## src/rtl/sound_pkg.sv

```systemverilog
// Shared types and helpers for the tone mixer: envelope state encoding and mid-scale offset.
package sound_pkg;

  typedef enum logic [1:0] {
    ENV_IDLE,
    ENV_ATTACK,
    ENV_SUSTAIN,
    ENV_RELEASE
  } env_state_e;

  // Offset-binary zero point for an output of the given width.
  function automatic int unsigned mid_scale(input int unsigned out_w);
    return 32'd1 << (out_w - 32'd1);
  endfunction

endpackage

```

## src/rtl/tone_channel.sv

```systemverilog
// One tone voice: square-wave phase generator plus tick-paced ADSR-style envelope.
module tone_channel
  import sound_pkg::*;
#(
  parameter int unsigned PERIOD_W = 16,
  parameter int unsigned AMP_W    = 6
) (
  input  logic                clk,
  input  logic                rst_n,
  input  logic                i_tick,
  input  logic                i_switch,
  input  logic                i_wr,
  input  logic [PERIOD_W-1:0] i_period,
  input  logic [AMP_W-1:0]    i_amp,
  output logic [AMP_W-1:0]    o_env,
  output logic                o_phase,
  output logic                o_active
);

  localparam int unsigned INC_W = AMP_W + 1;

  logic [PERIOD_W-1:0] r_period;
  logic [PERIOD_W-1:0] r_cnt;
  logic [AMP_W-1:0]    r_amp;
  logic                r_phase;
  env_state_e          r_state;
  logic [AMP_W-1:0]    r_env;

  env_state_e          w_state_nxt;
  logic [AMP_W-1:0]    w_env_nxt;
  logic [INC_W-1:0]    w_env_inc;
  logic                w_att_done;
  logic [AMP_W-1:0]    w_att_env;
  env_state_e          w_att_state;
  logic [AMP_W-1:0]    w_rel_env;
  env_state_e          w_rel_state;

  // Square generator; a config write restarts the half-period but keeps phase.
  always_ff @(posedge clk or negedge rst_n) begin
    if (!rst_n) begin
      r_period <= '0;
      r_amp    <= '0;
      r_cnt    <= '0;
      r_phase  <= 1'b0;
    end else if (i_wr) begin
      r_period <= i_period;
      r_amp    <= i_amp;
      r_cnt    <= '0;
    end else if (r_period == '0) begin
      r_cnt    <= '0;
      r_phase  <= 1'b0;
    end else if (r_cnt == r_period - PERIOD_W'(1)) begin
      r_cnt    <= '0;
      r_phase  <= ~r_phase;
    end else begin
      r_cnt    <= r_cnt + PERIOD_W'(1);
    end
  end

  // One attack or release step, applied on the same tick the direction is chosen.
  assign w_env_inc   = INC_W'(r_env) + INC_W'(1);
  assign w_att_done  = (w_env_inc >= INC_W'(r_amp));
  assign w_att_env   = w_att_done ? r_amp : (r_env + AMP_W'(1));
  assign w_att_state = w_att_done ? ENV_SUSTAIN : ENV_ATTACK;
  assign w_rel_env   = (r_env == '0) ? '0 : (r_env - AMP_W'(1));
  assign w_rel_state = (r_env <= AMP_W'(1)) ? ENV_IDLE : ENV_RELEASE;

  always_ff @(posedge clk or negedge rst_n) begin
    if (!rst_n) begin
      r_state <= ENV_IDLE;
      r_env   <= '0;
    end else begin
      r_state <= w_state_nxt;
      r_env   <= w_env_nxt;
    end
  end

  always_comb begin
    w_state_nxt = r_state;
    w_env_nxt   = r_env;
    if (i_tick) begin
      case (r_state)
        ENV_IDLE: begin
          w_env_nxt = '0;
          if (i_switch) begin
            w_state_nxt = w_att_state;
            w_env_nxt   = w_att_env;
          end
        end
        ENV_ATTACK: begin
          w_state_nxt = i_switch ? w_att_state : w_rel_state;
          w_env_nxt   = i_switch ? w_att_env   : w_rel_env;
        end
        ENV_SUSTAIN: begin
          if (!i_switch) begin
            w_state_nxt = w_rel_state;
            w_env_nxt   = w_rel_env;
          end else if (r_amp < r_env) begin
            w_env_nxt   = r_amp;
          end else if (r_amp > r_env) begin
            w_state_nxt = w_att_state;
            w_env_nxt   = w_att_env;
          end
        end
        ENV_RELEASE: begin
          w_state_nxt = i_switch ? w_att_state : w_rel_state;
          w_env_nxt   = i_switch ? w_att_env   : w_rel_env;
        end
        default: begin
          w_state_nxt = ENV_IDLE;
          w_env_nxt   = '0;
        end
      endcase
    end
  end

  assign o_env    = r_env;
  assign o_phase  = r_phase;
  assign o_active = (r_period != '0);

endmodule

```

## src/rtl/sound_mixer_n.sv

```systemverilog
// N-voice square-wave mixer: sums signed voice contributions and emits a clamped offset-binary sample.
module sound_mixer_n
  import sound_pkg::*;
#(
  parameter int unsigned NUM_CH     = 4,
  parameter int unsigned PERIOD_W   = 16,
  parameter int unsigned AMP_W      = 6,
  parameter int unsigned OUT_W      = 8,
  parameter int unsigned SAMPLE_DIV = 16,
  localparam int unsigned CH_W      = (NUM_CH > 1) ? $clog2(NUM_CH) : 1
) (
  input  logic                clk,
  input  logic                rst_n,
  input  logic [NUM_CH-1:0]   switches,
  input  logic                cfg_wr,
  input  logic                cfg_all,
  input  logic [CH_W-1:0]     cfg_ch,
  input  logic [PERIOD_W-1:0] cfg_period,
  input  logic [AMP_W-1:0]    cfg_amp,
  output logic [OUT_W-1:0]    combined,
  output logic                sample_valid
);

  localparam int unsigned SUM_W   = AMP_W + 1 + $clog2(NUM_CH);
  localparam int unsigned EXT_W   = ((SUM_W > OUT_W) ? SUM_W : OUT_W) + 2;
  localparam int unsigned TICK_W  = (SAMPLE_DIV > 1) ? $clog2(SAMPLE_DIV) : 1;
  localparam int unsigned MID     = mid_scale(OUT_W);
  localparam int unsigned OUT_MAX = (32'd1 << OUT_W) - 32'd1;

  logic [TICK_W-1:0]              r_tick_cnt;
  logic                           w_tick;
  logic [NUM_CH-1:0]              w_wr;
  logic [NUM_CH-1:0][AMP_W-1:0]   w_env;
  logic [NUM_CH-1:0]              w_phase;
  logic [NUM_CH-1:0]              w_active;
  logic signed [SUM_W-1:0]        w_sum;
  logic signed [EXT_W-1:0]        w_biased;
  logic [OUT_W-1:0]               w_clamped;
  logic [OUT_W-1:0]               r_combined;
  logic                           r_valid;

  assign w_tick = (r_tick_cnt == TICK_W'(SAMPLE_DIV - 1));

  always_ff @(posedge clk or negedge rst_n) begin
    if (!rst_n) begin
      r_tick_cnt <= '0;
    end else if (w_tick) begin
      r_tick_cnt <= '0;
    end else begin
      r_tick_cnt <= r_tick_cnt + TICK_W'(1);
    end
  end

  for (genvar i = 0; i < NUM_CH; i++) begin : g_ch
    assign w_wr[i] = cfg_wr & (cfg_all | (cfg_ch == CH_W'(i)));

    tone_channel #(
      .PERIOD_W (PERIOD_W),
      .AMP_W    (AMP_W)
    ) u_ch (
      .clk      (clk),
      .rst_n    (rst_n),
      .i_tick   (w_tick),
      .i_switch (switches[i]),
      .i_wr     (w_wr[i]),
      .i_period (cfg_period),
      .i_amp    (cfg_amp),
      .o_env    (w_env[i]),
      .o_phase  (w_phase[i]),
      .o_active (w_active[i])
    );
  end

  // Silent (period 0) voices are excluded; others add +env or -env by phase.
  always_comb begin
    w_sum = '0;
    for (int i = 0; i < NUM_CH; i++) begin
      if (w_active[i]) begin
        if (w_phase[i]) begin
          w_sum = w_sum + $signed(SUM_W'(w_env[i]));
        end else begin
          w_sum = w_sum - $signed(SUM_W'(w_env[i]));
        end
      end
    end
  end

  assign w_biased = EXT_W'(w_sum) + $signed(EXT_W'(MID));

  always_comb begin
    w_clamped = OUT_W'(w_biased);
    if (w_biased[EXT_W-1]) begin
      w_clamped = '0;
    end else if (w_biased > $signed(EXT_W'(OUT_MAX))) begin
      w_clamped = '1;
    end
  end

  always_ff @(posedge clk or negedge rst_n) begin
    if (!rst_n) begin
      r_combined <= OUT_W'(MID);
      r_valid    <= 1'b0;
    end else begin
      r_valid <= w_tick;
      if (w_tick) begin
        r_combined <= w_clamped;
      end
    end
  end

  assign combined     = r_combined;
  assign sample_valid = r_valid;

endmodule

```

## config.mk

```make
export PLATFORM = sky130hd
export DESIGN_NAME = sound_mixer_n
export DESIGN_NICKNAME = d
export VERILOG_FILES = /design/src/rtl/sound_pkg.sv /design/src/rtl/tone_channel.sv /design/src/rtl/sound_mixer_n.sv
export SDC_FILE = /design/constraint.sdc
export NUM_CORES = 1
export LEC_CHECK = 0
export ABC_AREA = 0
export CORE_ASPECT_RATIO = 2
export CORE_MARGIN = 1
export CORE_UTILIZATION = 50
export DETAILED_ROUTE_END_ITERATION = 10
export PLACE_DENSITY = 0.65
export SYNTH_ARGS = -nofsm -noshare
export SYNTH_HDL_FRONTEND = slang
export SYNTH_SLANG_ARGS = --single-unit
export TNS_END_PERCENT = 50
```

## constraint.sdc

```tcl
create_clock -name clk -period 8.9 [get_ports clk]
set_clock_uncertainty 0.1 [all_clocks]
set_input_delay 1.335 -clock clk [delete_from_list [all_inputs] [get_ports clk]]
set_output_delay 1.335 -clock clk [all_outputs]
set_load 0.1 [all_outputs]
```

Word-level counts from Yosys, hierarchy flattened
Index checks and enable logic that the tools add are counted.
Widths: inputs -> output; s select.

word-level totals
  output and inout port bits = 9
  memories kept = 0
  memory bits (writable) = 0
  input port bits = 32
  word-level logic and storage cells = 257
  bits in registers = 201
  memory bits (read-only) = 0
  latch bits = 0

operators by class
  reduce and logical (&&, ||, !) cells = 37
  equality and inequality tests = 36
  $lt $le $gt $ge = 17
  add/subtract/negate cells = 29
  multiply operators = 0
  bitwise gates (word level) = 16
  div/mod/pow operators = 0
  multiplexer cells = 95
  shift-type cells = 0

operators with widths
  cell                   number
  $mux 16                12
  $mux 6                 28
  $mux 9                 8
  $pmux 6 s3             4
  $add 16x1->16 const B  4
  $eq 16x16->1           4
  $logic_not 16->1       4
  $reduce_bool 16->1     4
  $sub 16x1->16 const B  4
  $mux 2                 28
  $add 6x1->7 const B    4
  $ge 7x6->1             4
  $add 9x7->9            3
  $sub 9x7->9            3
  $add 6x1->6 const B    4
  $gt 6x6->1             4
  $le 6x1->1 const B     4
  $logic_not 6->1        4
  $lt 6x6->1             4
  $pmux 2 s3             4
  $sub 6x1->6 const B    4
  $eq 2x2->1 const B     10
  $mux 8                 2
  $ne 4x2->1 const B     4
  other kinds (19)       72

Depth between registers and ports, before layout
Gate-level depths: netlist of run 1.

  depth after elaboration = 16
  mapped depth = 33
  gate-level depth less buffers = 32

Cells and area by module
A second synthesis of run 1 with hierarchy kept.

unflattened totals
  cell total of the unflattened synthesis = 1776
  area total of the unflattened synthesis = 15630.0 um2

by module, submodules not included
  module                            seq. area each (um2)  area each (um2)  instances  cells an instance
  tone_channel at g_ch[1].u_ch ...  1176.1                3178.0           2          352
  tone_channel at g_ch[3].u_ch      1176.1                3500.9           1          391
  tone_channel at g_ch[0].u_ch      1176.1                3243.1           1          356
  sound_mixer_n                     326.6                 2529.9           1          325

Worst setup path after synthesis of run 1
Ideal clock, no wire load.

  kind = reg-to-reg
  start = register g_ch[0].u_ch.r_period[6]
  end = register r_combined[5], in the netlist combined[5]
  period minus slack after synthesis = 5.866 ns
  path buffers = 3
  setup slack = 3.034 ns
  setup time = 0.122 ns
  required time = 8.678 ns
  arrival time = 5.644 ns
  stages on the path, launching flop included = 28
  cell sequence = dfrtp_1 > clkbuf_1 > nor4_1 > and4_1 > clkbuf_1 > nor2_1 > ha_1 > inv_1 > fa_1 > mux2i_1 > ha_1 > a211oi_1 > o21bai_1 > a21oi_1 > o21bai_1 > maj3_1 > xnor2_1 > a21oi_1 > ha_1 > o41ai_1 > xnor2_1 > nand2_1 > xnor2_1 > xor2_1 > ha_1 > buf_2 > o211ai_1 > a22o_1

between the ends
  cells in the longest elaborated chain, start to end = 15
  elaborated cells on any way between the ends = 18
  those cells by class = add/sub (7); order compare (1); mux (9); reduce/logical (1)

ends and longest elaborated chain
  element                                     line                                      source
  start: declaration                          tone_channel.sv:22                        logic [PERIOD_W-1:0] r_period;
  start signal: assignment                    tone_channel.sv:46                        r_period <= i_period;
  $reduce_bool 16->1 (*)                      tone_channel.sv:119                       assign o_active = (r_period != '0);
  $mux 9 (*)                                  sound_mixer_n.sv:78                       if (w_active[i]) begin
  $sub 9x7->9 or $add 9x7->9 (tied branches)  sound_mixer_n.sv:82, sound_mixer_n.sv:80
  $mux 9                                      sound_mixer_n.sv:79                       if (w_phase[i]) begin
  $mux 9 (*)                                  sound_mixer_n.sv:78
  $sub 9x7->9 or $add 9x7->9 (tied branches)  sound_mixer_n.sv:82, sound_mixer_n.sv:80
  $mux 9                                      sound_mixer_n.sv:79
  $mux 9 (*)                                  sound_mixer_n.sv:78
  $sub 9x7->9 or $add 9x7->9 (tied branches)  sound_mixer_n.sv:82, sound_mixer_n.sv:80
  $mux 9                                      sound_mixer_n.sv:79
  $mux 9 (*)                                  sound_mixer_n.sv:78
  $add 9x9->10 (*)                            sound_mixer_n.sv:88                       assign w_biased = EXT_W'(w_sum) + $signed(EXT_W'(MID));
  $gt 10x9->1                                 sound_mixer_n.sv:94                       end else if (w_biased > $signed(EXT_W'(OUT_MAX))) begin
  $mux 8                                      sound_mixer_n.sv:94
  $mux 8 (*)                                  sound_mixer_n.sv:92                       if (w_biased[EXT_W-1]) begin
  end signal: assignment                      sound_mixer_n.sv:101                      r_combined <= OUT_W'(MID);
  end signal: assignment                      sound_mixer_n.sv:106                      r_combined <= w_clamped;
  end: declaration                            sound_mixer_n.sv:39                       logic [OUT_W-1:0] r_combined;

Mark *: on every way between the ends. The rest lies on a longest branch, timed or not.
A chain may end at the register's enable or synchronous reset.

Worst setup path after layout of run 1
  start = register g_ch[0].u_ch.r_period[0]
  end = register r_combined[4], in the netlist combined[4]

Same word-level chain as after synthesis.

==> results of run 1 <==
-- per-layer routing --
| metal | vias to the layer above | routed length, um | track usage (%) |
|---|---|---|---|
| met3 | 125 | 1260 | 2.17 |
| met2 | 287 | 22800 | 54.4 |
| met4 | 0 | 2500 | 16.5 |
| met1 | 6168 | 14400 | 26.2 |
| met5 | - | 0 | 0 |
| li1 | 6087 | - | - |
-- worst min-delay path by stage --
stage / startpoint / endpoint / slack, ns / cells after the start
2_1_floorplan: r_tick_cnt[3]$_DFF_PN0_ / r_tick_cnt[3]$_DFF_PN0_ / 0.35 / 1
3_3_place_gp: r_tick_cnt[3]$_DFF_PN0_ / r_tick_cnt[3]$_DFF_PN0_ / 0.37 / 1
3_5_place_dp: r_tick_cnt[0]$_DFF_PN0_ / r_tick_cnt[0]$_DFF_PN0_ / 0.38 / 1
4_1_cts: r_tick_cnt[0]$_DFF_PN0_ / r_tick_cnt[0]$_DFF_PN0_ / 0.39 / 1
5_1_grt: r_tick_cnt[0]$_DFF_PN0_ / r_tick_cnt[0]$_DFF_PN0_ / 0.42 / 1
6_report: r_tick_cnt[0]$_DFF_PN0_ / r_tick_cnt[0]$_DFF_PN0_ / 0.39 / 1
-- cell usage in the layout (no fill, tap or decap), drive strengths merged, types with 13 or more instances in the layout --
cell type | Yosys | routed
clkdlybuf4s50 | 0 | 39
inv | 97 | 97
nor3 | 66 | 66
mux2 | 110 | 110
clkbuf | 66 | 28
nand3 | 86 | 86
nor2b | 19 | 19
nand2 | 99 | 99
o21ai | 64 | 64
xnor2 | 115 | 115
nor2 | 167 | 167
o31ai | 13 | 13
a31oi | 20 | 20
a211oi | 14 | 14
ha | 97 | 97
a21o | 15 | 15
dfrtp | 200 | 200
a21oi | 93 | 93
and3 | 27 | 27
mux2i | 24 | 24
xor2 | 73 | 73
nand4 | 24 | 24
nor4 | 24 | 24
-- worst max-delay path: stages, from the launching register on --
cell and delay, ns:
dfrtp_1 0.41, inv_1 0.10, ha_1 0.15, nor4b_1 0.47
and4_1 0.48, nor2_1 0.10, ha_1 0.22, inv_1 0.07
fa_1 0.41, mux2i_1 0.32, ha_1 0.33, a211oi_1 0.22
o21bai_1 0.12, a21oi_1 0.22, o21bai_1 0.10, maj3_1 0.36
xnor2_1 0.20, a21oi_1 0.12, ha_1 0.21, o41ai_1 0.41
xnor2_1 0.16, nand2_1 0.08, xnor2_1 0.14, xor2_1 0.17
ha_1 0.23, nor2_1 0.36, a21oi_1 0.08, a31oi_1 0.16
-- power by group through the flow --
| stage | combinational [mW] | sequential [mW] | clock (mW) |
|---|---|---|---|
| 2_1_floorplan | 3.19 | 1.37 | 0 |
| 3_3_place_gp | 4.06 | 1.40 | 0 |
| 3_5_place_dp | 4.12 | 1.40 | 0 |
| 4_1_cts | 4.14 | 1.39 | 0.867 |
| 5_1_grt | 4.58 | 1.42 | 0.901 |
| 6_report | 4.12 | 1.39 | 0.841 |
-- Yosys cell counts, types with 20 or more instances --
cell,instances
nand2_1,99
nor4_1,22
mux2i_1,24
a21oi_1,93
clkbuf_1,66
o21ai_0,61
nand3_1,85
xor2_1,73
nor2_1,157
xnor2_1,115
and3_1,27
nand4_1,23
nor3_1,66
dfrtp_1,200
a31oi_1,20
ha_1,97
mux2_2,110
inv_1,97
-- metrics by stage --
stage                     util, %  setup slack [ns]  power (mW)
final                        55.5              2.32        6.36
after global routing         55.5              1.78        6.90
after CTS                    55.5              2.33        6.39
after detailed placement     53.5              2.37        5.53
after global placement       53.5              2.60        5.46
after floorplan                 -              3.03        4.56
-- area by class of cell --
cell class	instances	area, um2	share of cell area [%]
clock buffer	27	568	3.45
clock inverter	5	50.0	0.304
inverter	98	368	2.24
multi-input combinational	1332	9490	57.7
sequential	201	5030	30.6
tap	364	455	2.77
timing repair buffer	52	494	3.00
-- kinds of logic after synthesis --
group / synth area share (%)
buf+inv: 4.27
xor+xnor: 10.9
compound gates: 14.0
mux: 9.76
simple gates: 19.4
flops: 33.2
fa+ha+maj: 8.47
-- registers in the layout (all words and copies together), names as in the netlist --
signal	count
g_ch.u_ch.o_phase	4
g_ch.u_ch.r_cnt	64
g_ch.u_ch.r_amp	24
r_tick_cnt	4
g_ch.u_ch.o_env	24
sample_valid	1
g_ch.u_ch.r_state	8
combined	8
g_ch.u_ch.r_period	64
==> metrics.yaml, run 1 <==
status: "finished clean"
drt-pass1-iter-count: 7
grt_max_degree: 81
vias: 12700
gp_congestion: 0.939
syn_to_final_growth_pct: 8.61
drcViolationCount: 0
drt_wl_total_um: 40900
cts_buffer_depth: 3
r2r_start: "g_ch[0].u_ch.r_period[0]$_DFFE_PN0P_"
htreeDepth: 1
core_um2: 29600
antenna_left: 0
portBuffers: 40
drive_gt1_share_pct: 10.6
ctsHoldBuffers: 0
fin_crit_ns: 6.58
insertion_delay_ns: 0.52
relSlewSlack_pct: 27.3
numCtsBuffers: 21
ff2ff_path_depth: 27
grt_usage_pct: 27.0
hold_class: "reg -> reg"
clockRootBuffer: "clkbuf_16"
dieArea_um2: 31000
power_density_nw_per_um2: 386
fillers: 2767
antenna_found_initial: 0
timing.final.crit_share_pct: 74.0
postSynthCellCount: 1702
yosys_register_bits: 201
max_freq_mhz: 152
p_leak_nw: 7.06
syn_area_um2: 15100
yosysTopAreaCell: "dfrtp_1"
synth_area_per_cell_um2: 8.90
grt_pass1_wl_um: 66100
worstMarginPinSlew_ns: 1.09
yosysTopAreaCellShare_pct: 33.0
yosys_warnings: 0
r2r_slack_ns: 2.32
post_cts_buffers: 0
die_x_um: 125
finalNonFillerCells: 2079
synth_edf_count: 0
worstPathArrival_ns: 6.92
grt_remaining_overflow: 0
cap_violations: 0
pwr-share-seq_pct: 21.9
synth_nets: 1834
start_util_pct: 51.1
cp_max_fo: 8
rsz0062_at_grt: "no"
rr_endpoint: "combined[4]$_DFFE_PN0P_"
dp_hpwl_um: 31600
p_switching_mw: 3.07
num-nets-final: 1838
place_area_um2: 15800
wl_per_cell_um: 19.7
combPwrFrac_pct: 64.8
p_int_mw: 3.29
holdWs_ns: 0.390
path_clk_slew_ns: 0.06
yosys-top-cells-area: "dfrtp_1, mux2_2, ha_1"
vdd_drop_max_mv: 0.444
hold_violations: 0
ys_types: 75
finalSetupViolCount: 0
endpoint: "combined[4]$_DFFE_PN0P_"
async_flop_share_pct: 100
vias_per_cell: 6.09
fin_area_um2: 16500
startpoint: "g_ch[0].u_ch.r_period[0]$_DFFE_PN0P_"
fin_tns_setup_ns: 0
end_kind: "register"
switching_share_pct: 48.3
die_h_um: 248
drtIter0Drc: 549
numPlacedInstances: 2047
crit_type: "reg -> reg"
ys_seq_area_share_pct: 33.2
grt_pass1_vias: 12700
start_kind: "register"
cp.required_ns: 9.23
ctsResizeCount: 0
synthFlopType: "dfrtp_1"
cts_sinks: 201
antennaDiodeCount: 0
finalMaxSlewViolations: 0
cts_tree: "built"
p_clk_share_pct: 13.2
num_rows: 89
pin_count: 41
Note: power is estimated with default switching activity, not from simulation.
==> run 2, diff against run 1 <==
- clock period: 8.9 -> 6.46 ns (I/O delays scaled with it)
==> metrics.yaml, run 2 (synthesis gave the netlist of run 1 again) <==
dp_hpwl_um: 32000
die_x_um: 125
r2r_slack_ns: 0.40
grt_pass1_vias: 13100
p_int_mw: 4.71
status: "finished clean"
hold_violations: 0
final_util_pct: 56.2
pin_count: 41
fillers: 2726
num_rows: 89
antennaDiodeCount: 0
drcViolationCount: 0
wl_per_cell_um: 20.0
pwr-share-seq_pct: 20.9
grt_remaining_overflow: 0
end_kind: "register"
finalMaxSlewViolations: 0
drt_wl_total_um: 41800
grt_usage_pct: 27.4
ctsHoldBuffers: 0
die_h_um: 248
p_clk_share_pct: 14.2
final_common_cell: "dfrtp_1"
numCtsBuffers: 21
holdWs_ns: 0.353
cts_tree: "built"
cap_violations: 0
drive_gt1_share_pct: 11.9
dieArea_um2: 31000
worstPathArrival_ns: 6.36
cts_buffer_depth: 3
p_leak_nw: 7.16
power_density_nw_per_um2: 547
final_cell_mix: "dfrtp_1, nor2_1, xnor2_1"
max_freq_mhz: 165
clockRootBuffer: "clkbuf_16"
hold_class: "in -> async"
antenna_left: 0
core_um2: 29600
vias_per_cell: 6.14
fin_crit_ns: 6.06
finalSetupViolCount: 0
post_cts_buffers: 0
start_kind: "register"
drtIter0Drc: 456
cp_max_fo: 8
vias: 12800
cts_sinks: 201
cp.required_ns: 6.76
vdd_drop_max_mv: 0.885
crit_type: "reg -> reg"
timing.final.crit_share_pct: 93.8
relSlewSlack_pct: 28.6
worstMarginPinSlew_ns: 1.06
path_clk_slew_ns: 0.07
r2r_start: "g_ch[0].u_ch.r_period[0]$_DFFE_PN0P_"
insertion_delay_ns: 0.52
cpMostUsedCell: "ha_1"
regArea_um2: 5030
critical-path-max-stage-delay_ns: 0.41
antenna_found_initial: 0
fin_tns_setup_ns: 0
switching_share_pct: 48.2
drt-pass1-iter-count: 7
reg_top3: "g_ch.u_ch.r_cnt: 64 flops, g_ch.u_ch.r_period: 64 flops"
grt_pass1_wl_um: 67500
gp_congestion: 0.939
combPwrFrac_pct: 64.9
p_switching_mw: 4.39
endpoint: "combined[5]$_DFFE_PN0P_"
num-nets-final: 1848
cpMaxStageDelayCell: "ha_2"
grt_max_degree: 82
ff2ff_path_depth: 28
start_util_pct: 51.1
htreeDepth: 1
p_total_mw: 9.10
multi_input_area_um2: 9510
ctsResizeCount: 0
syn_to_final_growth_pct: 9.86
startpoint: "g_ch[0].u_ch.r_period[0]$_DFFE_PN0P_"
portBuffers: 40
rr_endpoint: "combined[5]$_DFFE_PN0P_"
-- run 2: worst min path at each step --
| stage | cells past startpoint | startpoint | to |
|---|---|---|---|
| finish | 1 | rst_n | g_ch[3].u_ch.r_state[0]$_DFFE_PN0P_ |
| global route | 1 | rst_n | g_ch[3].u_ch.r_state[0]$_DFFE_PN0P_ |
| CTS | 1 | rst_n | g_ch[3].u_ch.r_state[0]$_DFFE_PN0P_ |
| detailed placement | 1 | r_tick_cnt[0]$_DFF_PN0_ | r_tick_cnt[0]$_DFF_PN0_ |
| global placement | 1 | r_tick_cnt[3]$_DFF_PN0_ | r_tick_cnt[3]$_DFF_PN0_ |
| floorplan | 1 | r_tick_cnt[3]$_DFF_PN0_ | r_tick_cnt[3]$_DFF_PN0_ |
-- run 2: per-layer routing --
metal | track usage, % | routed length [um] | vias to the layer above
li1 | - | - | 6094
met1 | 26.7 | 14800 | 6270
met2 | 54.8 | 23000 | 327
met3 | 2.60 | 1270 | 158
met4 | 17.3 | 2690 | 0
met5 | 0 | 0 | -
-- run 2: worst max-delay path, delay by kind of cell (launching register included) --
| kind | cells | cell delay, ns |
|---|---|---|
| AOI/OAI and AO/OA | 8 | 1.38 |
| xor gates and xnor gates | 4 | 0.67 |
| adders and majority gates | 7 | 2.11 |
| buffers and inverters | 2 | 0.14 |
| DFF | 1 | 0.40 |
| and+or+nand+nor | 7 | 1.15 |
-- run 2: area by class of cell --
class,count,share of cell area [%]
Inverter,98,2.21
Sequential cell,201,30.2
Timing Repair Buffer,62,3.42
Clock buffer,25,3.43
Multi-Input combinational cell,1332,57.1
Tap cell,364,2.74
Clock inverter,11,0.842
-- run 2: metrics by stage --
stage	instance area, um2	setup WS, ns	std cells
final	16600	0.403	2093
after global routing	16600	-0.0194	2093
after CTS	16600	0.208	2093
after detailed placement	15900	0.231	2057
after global placement	15900	0.455	2057
after floorplan	15100	0.594	1702
-- run 2: power groups by stage --
| stage | Clock (mW) | Sequential (mW) | Combinational, mW |
|---|---|---|---|
| 2_1_floorplan | 0 | 1.88 | 4.40 |
| 3_3_place_gp | 0 | 1.91 | 5.59 |
| 3_5_place_dp | 0 | 1.92 | 5.75 |
| 4_1_cts | 1.33 | 1.89 | 5.78 |
| 5_1_grt | 1.37 | 1.94 | 6.58 |
| 6_report | 1.29 | 1.90 | 5.91 |
